## src/rtl/round_scorer_if.sv

```systemverilog
// Game-control bundle between the checker/prompt side (master) and round_scorer (slave).
`timescale 1ns/1ps
interface round_scorer_if;
  logic        start;
  logic        verdict_tgl;
  logic        verdict_ok;
  logic        prompt_req;
  logic        round_active;
  logic [5:0]  seconds_left;
  logic [11:0] score_bcd;
  logic [7:0]  round_num;
  logic [2:0]  lives_left;
  logic        game_over;

  modport master (
    output start, verdict_tgl, verdict_ok,
    input  prompt_req, round_active, seconds_left, score_bcd, round_num, lives_left, game_over
  );

  modport slave (
    input  start, verdict_tgl, verdict_ok,
    output prompt_req, round_active, seconds_left, score_bcd, round_num, lives_left, game_over
  );
endinterface

```

## src/rtl/round_scorer.sv

```systemverilog
// Switch-game sequencer: round countdown, gap timer, lives and saturating BCD score.
// Define SCORER_STREAK_BONUS_EN to enable the streak-based doubling of points per pass.
`timescale 1ns/1ps
module round_scorer #(
  parameter int CLK_HZ     = 50000000,
  parameter int ROUND_SECS = 15,
  parameter int GAP_SECS   = 5,
  parameter int LIVES      = 3
) (
  input  logic          clk,
  input  logic          reset_btn,
  round_scorer_if.slave bus
);
  localparam int PW = (CLK_HZ > 1) ? $clog2(CLK_HZ) : 1;
  localparam logic [PW-1:0] PRESC_LAST = PW'(CLK_HZ - 1);
  localparam logic [PW-1:0] PRESC_ONE  = PW'(1);

  localparam logic [2:0] S_IDLE   = 3'd0;
  localparam logic [2:0] S_PROMPT = 3'd1;
  localparam logic [2:0] S_ACTIVE = 3'd2;
  localparam logic [2:0] S_ADD    = 3'd3;
  localparam logic [2:0] S_MISS   = 3'd4;
  localparam logic [2:0] S_GAP    = 3'd5;
  localparam logic [2:0] S_OVER   = 3'd6;

  logic [2:0]    r_state;
  logic          r_prev_tgl;
  logic [PW-1:0] r_presc;
  logic          r_prompt_req;
  logic [5:0]    r_secs;
  logic [11:0]   r_score;
  logic [7:0]    r_round;
  logic [2:0]    r_lives;
  logic          r_game_over;
  logic [7:0]    r_streak;
  logic [4:0]    r_pts_left;

  logic          w_event;
  logic          w_tick;
  logic          w_timeout;
  logic [4:0]    w_pts;
  logic [11:0]   w_score_inc;
  logic [2:0]    w_lives_dec;

  assign w_event     = (bus.verdict_tgl != r_prev_tgl);
  assign w_tick      = (r_presc == PRESC_LAST);
  assign w_timeout   = w_tick && (r_secs == 6'd1);
  assign w_lives_dec = r_lives - 3'd1;

  always_comb begin
`ifdef SCORER_STREAK_BONUS_EN
    if (r_streak >= 8'd15)      w_pts = 5'd16;
    else if (r_streak >= 8'd10) w_pts = 5'd8;
    else if (r_streak >= 8'd5)  w_pts = 5'd4;
    else                        w_pts = 5'd2;
`else
    w_pts = 5'd2;
`endif
  end

  // BCD +1 with 999 as a hard ceiling.
  always_comb begin
    w_score_inc = r_score;
    if (r_score != 12'h999) begin
      if (r_score[3:0] != 4'd9) begin
        w_score_inc[3:0] = r_score[3:0] + 4'd1;
      end else begin
        w_score_inc[3:0] = 4'd0;
        if (r_score[7:4] != 4'd9) begin
          w_score_inc[7:4] = r_score[7:4] + 4'd1;
        end else begin
          w_score_inc[7:4]  = 4'd0;
          w_score_inc[11:8] = r_score[11:8] + 4'd1;
        end
      end
    end
  end

  always_ff @(posedge clk or posedge reset_btn) begin
    if (reset_btn) begin
      r_state      <= S_IDLE;
      r_prev_tgl   <= 1'b0;
      r_presc      <= '0;
      r_prompt_req <= 1'b0;
      r_secs       <= 6'd0;
      r_score      <= 12'h000;
      r_round      <= 8'd0;
      r_lives      <= 3'(LIVES);
      r_game_over  <= 1'b0;
      r_streak     <= 8'd0;
      r_pts_left   <= 5'd0;
    end else begin
      r_prev_tgl <= bus.verdict_tgl;
      r_presc    <= w_tick ? '0 : r_presc + PRESC_ONE;
      case (r_state)
        S_IDLE, S_OVER: begin
          if (bus.start) begin
            r_score     <= 12'h000;
            r_round     <= 8'd0;
            r_streak    <= 8'd0;
            r_lives     <= 3'(LIVES);
            r_game_over <= 1'b0;
            r_state     <= S_PROMPT;
          end
        end
        S_PROMPT: begin
          r_prompt_req <= ~r_prompt_req;
          r_secs       <= 6'(ROUND_SECS);
          if (r_round != 8'hFF) r_round <= r_round + 8'd1;
          r_presc      <= '0;
          r_state      <= S_ACTIVE;
        end
        S_ACTIVE: begin
          if (w_tick) r_secs <= r_secs - 6'd1;
          // A verdict arriving on the timeout cycle takes priority over the timeout.
          if (w_event && bus.verdict_ok) begin
            r_pts_left <= w_pts;
            r_state    <= S_ADD;
          end else if (w_event || w_timeout) begin
            r_state <= S_MISS;
          end
        end
        S_ADD: begin
          r_score    <= w_score_inc;
          r_pts_left <= r_pts_left - 5'd1;
          if (r_pts_left == 5'd1) begin
            if (r_streak != 8'hFF) r_streak <= r_streak + 8'd1;
            r_secs  <= 6'(GAP_SECS);
            r_presc <= '0;
            r_state <= S_GAP;
          end
        end
        S_MISS: begin
          r_streak <= 8'd0;
          r_lives  <= w_lives_dec;
          if (w_lives_dec == 3'd0) begin
            r_game_over <= 1'b1;
            r_state     <= S_OVER;
          end else begin
            r_secs  <= 6'(GAP_SECS);
            r_presc <= '0;
            r_state <= S_GAP;
          end
        end
        S_GAP: begin
          if (w_tick) begin
            r_secs <= r_secs - 6'd1;
            if (r_secs == 6'd1) r_state <= S_PROMPT;
          end
        end
        default: r_state <= S_IDLE;
      endcase
    end
  end

  assign bus.prompt_req   = r_prompt_req;
  assign bus.round_active = (r_state == S_ACTIVE);
  assign bus.seconds_left = r_secs;
  assign bus.score_bcd    = r_score;
  assign bus.round_num    = r_round;
  assign bus.lives_left   = r_lives;
  assign bus.game_over    = r_game_over;
endmodule

```

## src/flat_wrapper.sv

```systemverilog
// flat-port wrapper written by rule: the top's interface ports become plain ports
module round_scorer_flat 
#(
  parameter int CLK_HZ     = 50000000,
  parameter int ROUND_SECS = 15,
  parameter int GAP_SECS   = 5,
  parameter int LIVES      = 3
)
  (clk, reset_btn, bus_start, bus_verdict_tgl, bus_verdict_ok, bus_prompt_req, bus_round_active, bus_seconds_left, bus_score_bcd, bus_round_num, bus_lives_left, bus_game_over);
  round_scorer_if bus_i ();
  input  logic clk;
  input  logic reset_btn;
  input wire logic [$bits(bus_i.start)-1:0] bus_start;
  input wire logic [$bits(bus_i.verdict_tgl)-1:0] bus_verdict_tgl;
  input wire logic [$bits(bus_i.verdict_ok)-1:0] bus_verdict_ok;
  output wire logic [$bits(bus_i.prompt_req)-1:0] bus_prompt_req;
  output wire logic [$bits(bus_i.round_active)-1:0] bus_round_active;
  output wire logic [$bits(bus_i.seconds_left)-1:0] bus_seconds_left;
  output wire logic [$bits(bus_i.score_bcd)-1:0] bus_score_bcd;
  output wire logic [$bits(bus_i.round_num)-1:0] bus_round_num;
  output wire logic [$bits(bus_i.lives_left)-1:0] bus_lives_left;
  output wire logic [$bits(bus_i.game_over)-1:0] bus_game_over;
  assign bus_i.start = bus_start;
  assign bus_i.verdict_tgl = bus_verdict_tgl;
  assign bus_i.verdict_ok = bus_verdict_ok;
  assign bus_prompt_req = bus_i.prompt_req;
  assign bus_round_active = bus_i.round_active;
  assign bus_seconds_left = bus_i.seconds_left;
  assign bus_score_bcd = bus_i.score_bcd;
  assign bus_round_num = bus_i.round_num;
  assign bus_lives_left = bus_i.lives_left;
  assign bus_game_over = bus_i.game_over;
  round_scorer #(.CLK_HZ(CLK_HZ), .ROUND_SECS(ROUND_SECS), .GAP_SECS(GAP_SECS), .LIVES(LIVES)) u_core (.clk(clk), .reset_btn(reset_btn), .bus(bus_i));
endmodule
```

## config.mk

```make
export PLATFORM = sky130hd
export DESIGN_NAME = round_scorer_flat
export DESIGN_NICKNAME = d
export VERILOG_FILES = /design/src/rtl/round_scorer_if.sv /design/src/rtl/round_scorer.sv /design/src/flat_wrapper.sv
export SDC_FILE = /design/constraint.sdc
export NUM_CORES = 1
export LEC_CHECK = 0
export CAP_MARGIN = 40
export CORE_MARGIN = 5
export CORE_UTILIZATION = 55
export CTS_CLUSTER_DIAMETER = 30
export CTS_CLUSTER_SIZE = 14
export DETAILED_ROUTE_END_ITERATION = 8
export PLACE_DENSITY = 0.77
export SLEW_MARGIN = 30
export SYNTH_ARGS = -nofsm -noshare
export SYNTH_HDL_FRONTEND = slang
export SYNTH_SLANG_ARGS = --single-unit
```

## constraint.sdc

```tcl
create_clock -name clk -period 4.65 [get_ports clk]
set_clock_uncertainty 0.15 [all_clocks]
set_input_delay 0.465 -clock clk [delete_from_list [all_inputs] [get_ports clk]]
set_output_delay 0.465 -clock clk [all_outputs]
set_load 0.02 [all_outputs]
```

==> results.ini, run 1 <==
[outcome]
status=finished, final reports clean

[worst_setup_path]
path_cells=nand2b_1, nor2_1, clkdlybuf4s50_1
crit_family=flip-flops
critical_path_class=flop to output pin
critPathLaunchType=flop
r2r_slack_ns=1.98
slowest_stage=dfrtp_1
critPathMaxFanout=15
cp-end-kind=output pin
critPathBufInv=1
r2r-start=u_core.r_state[1]
max_stage_delay_ns=0.68
worstPathRequired_ns=4.03
r2r.worst_path.cells=5
r2r-end=u_core.bus.score_bcd[11]
critical_path_arrival_ns=2.23

[layout]
final_common_cell=dfrtp_1
fillers=569
finalNetCount=446
drive_gt1_share_pct=9.26
final_cell_mix=64 x dfrtp_1, 57 x nor2_1, 36 x clkdlybuf4s50_1
seq_area_mm2=0.00165
antennaDiodeCount=0
multiInputGateArea_mm2=0.00192
area_delta_synth_final_pct=16.3

[detailed_routing]
drc=0
wl_per_cell_um=14.7
vias_per_cell=5.68
vias=2909
drtPass1Iterations=4
ant_nets=0
drt-initial-drc-count=113
wl_um=7530

[timing]
setup_ws_ns=1.80
worst_pin_slew_ns=0.746
setup_violations=0
min_period_ns=2.85
fmax_mhz=351
finalCritPeriodShare_pct=61.2
rsz0062_at_grt=no
drv_slew=0
slew_headroom_pct=49.9
hold_violations=0
tns_ns=0

[logic_synthesis]
syn_area_per_cell_um2=9.53
synth_warnings=0
ys_seq_area_share_pct=44.6
mappedNetlistArea_mm2=0.00371
synth_ff_type=dfrtp_1
synth-async-reset-ratio_pct=100
synth_cells=389
synth_cell_type_count=62
synthesis.nets=408
synth_edf_count=0
synth-seq-cells=66

[power_and_ir_drop]
ir_worst_vdd_uv=378
powerDensity_mw_per_mm2=510
p_leak_nw=1.88

[grt]
grt.overflow.total=0
grt_pass1_vias=2847
grt_pass1_wl_um=13300
grt_use_total_pct=19.2
grt_antenna_before_repair=0
grt_max_degree=28

[die]
fp.dieH_um=92.1
coreArea_mm2=0.00668
die_w_um=92.1
start_util_pct=55.5
placementRows=30
fp.dieArea_mm2=0.00848
io_pins=37

[clocking]
htreeDepth=3
post_cts_buffers=0
clk_path_buf_depth=2
cts_tree=done
clock-sinks=66
postCtsHoldBufs=0
clk_pin_slew_worst_paths_ns=0.07
cts_root_buf=clkbuf_8
post_cts_resize_count=0
cts_buffers=9
worstSkewPairLatency_ns=0.34

[place]
dp_hpwl_um=5460
portBuffers=36
place.gp.congestion=0.870
preCtsSetupSlack_ns=1.99

[run]
cap_violations=0

[worst_hold_path]
holdCritPathClass=input port to async pin

## per-layer routing
layer  track usage (%)  vias to the layer above  part of all wire (%)
li1                  -                     1440                     -
met1              26.2                     1375                    45
met2              29.9                       82                    48
met3              4.51                       12                   5.3
met4              6.93                        0                   1.7
met5                 0                        -                     0
## registers in the layout, summed over array words and instances (netlist names)
name,cells
u_core.r_presc,26
u_core.bus.score_bcd,12
u_core.bus.round_num,8
u_core.bus.seconds_left,6
u_core.r_pts_left,5
u_core.bus.lives_left,3
u_core.r_state,3
u_core.bus.game_over,1
u_core.bus.prompt_req,1
u_core.r_prev_tgl,1
## worst max-delay path by stage
stage,startpoint,to,slack [ns],cells past startpoint
final,u_core.r_state[1],bus_round_active,1.80,3
after global routing,u_core.r_state[1],bus_round_active,1.65,3
after CTS,u_core.r_state[1],bus_round_active,1.81,3
after detailed placement,u_core.r_state[1],u_core.bus.score_bcd[11],1.99,5
after global placement,u_core.r_state[1],u_core.bus.score_bcd[11],2.13,5
after floorplan,u_core.bus.lives_left[0],u_core.bus.seconds_left[3],2.30,7
## Yosys cell counts (all sizes together) (3+ instances only)
master | n | area (µm²)
buf | 8 | 57.6
and2 | 5 | 31.3
nand3 | 19 | 100
and3 | 7 | 43.8
nand3b | 3 | 22.5
nor3 | 7 | 35.0
ha | 14 | 175
nor3b | 3 | 38.8
mux2i | 4 | 40.0
or3 | 4 | 25.0
nor2 | 57 | 214
o21ai | 26 | 145
a21oi | 7 | 38.8
and4 | 4 | 35.0
nand4 | 11 | 75.1
xnor2 | 16 | 140
dfrtp | 64 | 1600
xor2 | 21 | 184
or2 | 4 | 25.0
a211oi | 3 | 27.5
nor4 | 7 | 43.8
nand2 | 36 | 138
and3b | 4 | 35.0
o31ai | 3 | 22.5
inv | 16 | 60.1
nor4b | 3 | 26.3
clkbuf | 4 | 15.0
## through the flow
stage / utilization, % / area [µm²] / hold slack [ns] / std cells / power (mW)
final: 64.6 / 4310 / 0.270 / 512 / 2.20
after detailed placement: 61.8 / 4130 / 0.320 / 496 / 1.77
after global placement: 61.5 / 4110 / 0.305 / 495 / 1.74
after CTS: 64.6 / 4310 / 0.270 / 512 / 2.21
after global routing: 64.6 / 4310 / 0.299 / 512 / 2.37
after floorplan: - / 3710 / 0.300 / 389 / 1.52
## layout make-up
type                       count  area share [%]
clock inverter                 2           0.232
inverter                      16            1.39
sequential                    66            38.4
timing repair buffer          39            9.17
multi-input combinational    295            44.5
clock buffer                  14            4.00
tap                           80            2.32
## where the power goes
part | total (mW) | leakage (nW) | switching (mW) | internal, mW
clock | 0.436 | 0.0965 | 0.200 | 0.236
combinational | 0.905 | 0.910 | 0.525 | 0.380
sequential | 0.859 | 0.873 | 0.165 | 0.694
## kinds of logic after synthesis
logic type | synth area share [%]
and+or+nand+nor | 25.9
adders and majority gates | 4.72
xor gates and xnor gates | 8.74
muxes | 1.38
AOI/OAI and AO/OA | 11.0
buffers and inverters | 3.58
DFF | 44.6
No activity file was read; power rests on OpenSTA's default activity.
==> inputs of run 2 (changes only) <==
Settings changed: CORE_UTILIZATION 55 to 52.
Clock period 4.65 ns to 2.4 ns, I/O delays scaled along.
==> results.ini, run 2 (synthesized netlist as in run 1, its figures left out) <==
[outcome]
status=finished, final reports clean

[clocking]
cts_tree=done
post_cts_buffers=0
cts_root_buf=clkbuf_8
worstSkewPairLatency_ns=0.36
clk_path_buf_depth=2
cts_buffers=9
clk_pin_slew_worst_paths_ns=0.08
clock-sinks=66
htreeDepth=3

[grt]
grt_pass1_vias=3063
grt_max_degree=29
grt_pass1_wl_um=14100
grt_use_total_pct=20.0
grt_antenna_before_repair=0
grt.overflow.total=0

[timing]
finalCritPeriodShare_pct=95.9
min_period_ns=2.30
worst_pin_slew_ns=0.632
hold_violations=0
tns_ns=0
drv_slew=0
fmax_mhz=434
slew_headroom_pct=57.7
hold_ws_ns=0.107
setup_violations=0
rsz0062_at_grt=yes

[run]
cap_violations=0

[layout]
seq_area_mm2=0.00165
multiInputGateArea_mm2=0.00194
final_cell_mix=64 x dfrtp_1, 56 x nor2_1, 36 x clkdlybuf4s50_1
drive_gt1_share_pct=13.1
fillers=543
finalNetCount=457
final_common_cell=dfrtp_1
largest_reg_flops=26
area_delta_synth_final_pct=22.2
antennaDiodeCount=0
regMostFlops=u_core.r_presc
final_core_util_pct=65.9
fin_area_mm2=0.00453

[worst_setup_path]
r2r-start=u_core.bus.lives_left[0]
worstPathRequired_ns=2.01
crit_path_start=u_core.r_state[2]
cp-end-kind=output pin
critPathMaxFanout=11
critical_path_arrival_ns=1.91
critical_path_class=flop to output pin
critPathLaunchType=flop

[detailed_routing]
drt-initial-drc-count=151
vias_per_cell=5.48
wl_per_cell_um=15.0
ant_nets=0
wl_um=8100
vias=2956
drtPass1Iterations=4
drc=0

[die]
fp.dieH_um=94.4
coreArea_mm2=0.00687
placementRows=30
io_pins=37
fp.dieArea_mm2=0.00892
start_util_pct=54.0
die_w_um=94.4

[place]
dpl-instance-area_mm2=0.00423
dp_hpwl_um=5900
portBuffers=36
place.gp.congestion=0.855

[power_and_ir_drop]
p_leak_nw=1.98
finalPower_mw=4.83
ir_worst_vdd_uv=557
powerDensity_mw_per_mm2=1070

[worst_hold_path]
holdCritPathClass=input port to async pin

run 2: cell count changes in the layout (fill, tap and decap cells not counted), sizes merged:
cell / change
clkbuf: -4
buf: +11
bufinv: +4
run 2: layout make-up:
type,instances,area share (%)
multi-input combinational,295,42.9
sequential,66,36.5
timing repair buffer,50,10.6
clock buffer,10,3.04
clock inverter,6,3.04
tap,96,2.65
inverter,16,1.33
run 2: worst paths after layout:
kind	endpoint	slack, ns	depth (start not counted)
max	bus_round_active	0.1	4
min	u_core.bus.score_bcd[8]	0.11	2
max reg2reg	u_core.bus.seconds_left[3]	0.12	7
min reg2reg	u_core.bus.prompt_req	0.32	1
max in group asynchronous	u_core.bus.seconds_left[0]	1.35	3
min in group clk	u_core.r_prev_tgl	0.23	1
run 2: power by group:
| part | internal [mW] | switching (mW) | leakage (nW) |
|---|---|---|---|
| Sequential | 1.34 | 0.245 | 0.873 |
| Combinational | 0.820 | 1.14 | 0.966 |
| Clock | 0.827 | 0.452 | 0.137 |
run 2: timing repair:
action                                  in CTS  in global routing
hold buffers                                 0                  0
resized for setup                            0                  5
endpoints found under the setup margin       0                 22
run 2: metal layers:
metal | up-vias | part of all wire, % | global-route usage, %
met3 | 19 | 4.5 | 4.38
met1 | 1399 | 44 | 24.5
met5 | - | 0 | 0
met4 | 0 | 2.5 | 9.51
li1 | 1468 | - | -
met2 | 70 | 49 | 33.6
run 2: through the flow:
step	setup WS (ns)	cells
CTS	0.0886	539
detailed placement	0.0966	523
floorplan	0.0461	389
finish	0.0973	539
global route	-0.0155	539
global placement	0.207	523
run 2: critical path: stages, from the launching register on:
cell and delay, ns:
dfrtp_1 0.41, buf_4 0.19, nand2b_1 0.16, nor2_1 0.16, clkdlybuf4s50_1 0.64
==> inputs of run 3 (changes only) <==
Settings changed: PLACE_DENSITY 0.77 to 0.85.
Clock period 2.4 ns to 2 ns, I/O delays scaled along.
==> results.ini, run 3 (synthesized netlist as in run 1, its figures left out) <==
[clocking]
clk_pin_slew_worst_paths_ns=0.09
cts_tree=done
worstSkewPairLatency_ns=0.36
clock-sinks=66
htreeDepth=3
postCtsHoldBufs=0
cts_buffers=9
clk_path_buf_depth=2
cts_root_buf=clkbuf_8

[layout]
final_common_cell=buf_4
finalNetCount=531
largest_reg_flops=26
final_cell_mix=74 x buf_4, 58 x dfrtp_1, 43 x nor2_1
area_delta_synth_final_pct=46.9
fin_area_mm2=0.00545
final_core_util_pct=79.3
multiInputGateArea_mm2=0.00231
antennaDiodeCount=0
fillers=342
regMostFlops=u_core.r_presc
seq_area_mm2=0.00166
drive_gt1_share_pct=36.2

[worst_setup_path]
critPathMaxFanout=4
critical_path_class=flop to flop
worstSetupEndpoint=u_core.r_state[1]
r2r-start=u_core.r_presc[9]
crit_path_start=u_core.r_presc[9]
slowest_stage=dfrtp_1
critical_path_arrival_ns=2.27
cp-end-kind=flop
worstPathRequired_ns=2.07
r2r.worst_path.cells=6
critPathLaunchType=flop
r2r_slack_ns=-0.20
r2r-end=u_core.r_state[1]
path_cells=nor4b_2, nand3_1, buf_6, nor4_4, nor2_1, a221o_1
max_stage_delay_ns=0.41

[grt]
grt_most_used_layer=met2
grt.overflow.total=0
met1_usage_pct=27.8
grt_max_degree=37
use_met2_pct=42.3
grt_util_met3_pct=4.14
grt_pass1_vias=3629
grt_pass1_wl_um=16800
grt_antenna_before_repair=0
grt_use_total_pct=24.2

[detailed_routing]
vias=3838
ant_nets=0
drtPass1Iterations=4
drt-initial-drc-count=355
vias_per_cell=6.26
wl_um=13100
drc=0
wl_per_cell_um=21.4

[die]
placementRows=30
fp.dieH_um=94.4
die_w_um=94.4
start_util_pct=54.0
io_pins=37
coreArea_mm2=0.00687
fp.dieArea_mm2=0.00892

[worst_hold_path]
holdCritPathClass=input port to async pin

[power_and_ir_drop]
p_leak_nw=2.35
p_comb_share_pct=54.8
ir_worst_vdd_uv=1060
intPower_mw=4.26
netSwitchingPower_mw=3.11
switching_share_pct=42.2
power_frac_clock_pct=18.9
power_frac_seq_pct=26.3
powerDensity_mw_per_mm2=1350

[timing]
hold_violations=0
setup_violations=47
finalCritPeriodShare_pct=110
worst_pin_slew_ns=0.434
hold_ws_ns=0.0389
slew_headroom_pct=71.0
setup_ws_ns=-0.202
rsz0062_at_grt=yes
drv_slew=0
min_period_ns=2.20
fmax_mhz=454

[place]
portBuffers=36
dp_hpwl_um=6540
dpl-instance-area_mm2=0.00467
place.gp.congestion=0.896

[run]
cap_violations=0

[outcome]
status=complete, but fails checks
violations=setup timing

## run 3: cell types whose count changed in the layout (fill, tap and decap cells not counted), sizes merged, moves of 2 or more
cell and change:
buf +71, clkinvlp +2, o21ai +3, clkdlybuf4s50 -2
## run 3: stage by stage
stage	setup WS (ns)	instances	power [mW]	setup TNS, ns
global placement	-0.0648	573	4.70	-1.66
floorplan	-0.125	389	3.62	-0.125
global route	-0.250	613	7.66	-6.21
detailed placement	-0.185	573	4.83	-4.85
CTS	-0.0709	599	6.56	-1.31
finish	-0.202	613	7.37	-2.99
## run 3: what timing repair did
| action | CTS | global route |
|---|---|---|
| resized for setup | 36 | 51 |
| endpoints found under the setup margin | 38 | 49 |
| gates cloned | 2 | 1 |
| pin swaps | 23 | 29 |
| buffers inserted | 8 | 16 |
| endpoints found under the hold margin | 0 | 0 |
## run 3: layer usage
metal,vias up,routed length [µm],share of wire [%]
met5,-,0,0
met4,0,917,7.0
met3,98,988,7.5
met2,266,6560,50
met1,1859,4630,35
li1,1615,-,-
## run 3: critical path: cells and delay by family (launching register included)
| family | cells | cell delay [ns] |
|---|---|---|
| compound gates | 1 | 0.41 |
| buf+inv | 1 | 0.17 |
| flops | 1 | 0.41 |
| simple gates | 4 | 0.94 |
## run 3: how the worst min path moves through the flow
stage	slack (ns)	endpoint	cells past startpoint
after floorplan	0.08	u_core.r_prev_tgl	0
after CTS	0.06	u_core.bus.score_bcd[3]	2
final	0.04	u_core.bus.score_bcd[3]	2
after global placement	0.31	u_core.bus.prompt_req	1
after global routing	0.06	u_core.bus.score_bcd[3]	2
after detailed placement	0.31	u_core.bus.prompt_req	1
## run 3: power groups by stage
stage	combinational [mW]	clock (mW)	sequential, mW
after detailed placement	2.96	0	1.87
after CTS	3.33	1.37	1.86
final	4.04	1.39	1.94
after global routing	4.25	1.45	1.96
after floorplan	1.58	0	2.05
after global placement	2.84	0	1.86
## run 3: final cells by class
| type | count | area share (%) |
|---|---|---|
| Clock buffer | 11 | 2.41 |
| Timing Repair Buffer | 121 | 19.3 |
| Clock inverter | 5 | 1.88 |
| Sequential cell | 66 | 30.5 |
| Tap cell | 96 | 2.21 |
| Multi-Input combinational cell | 298 | 42.5 |
| Inverter | 16 | 1.17 |
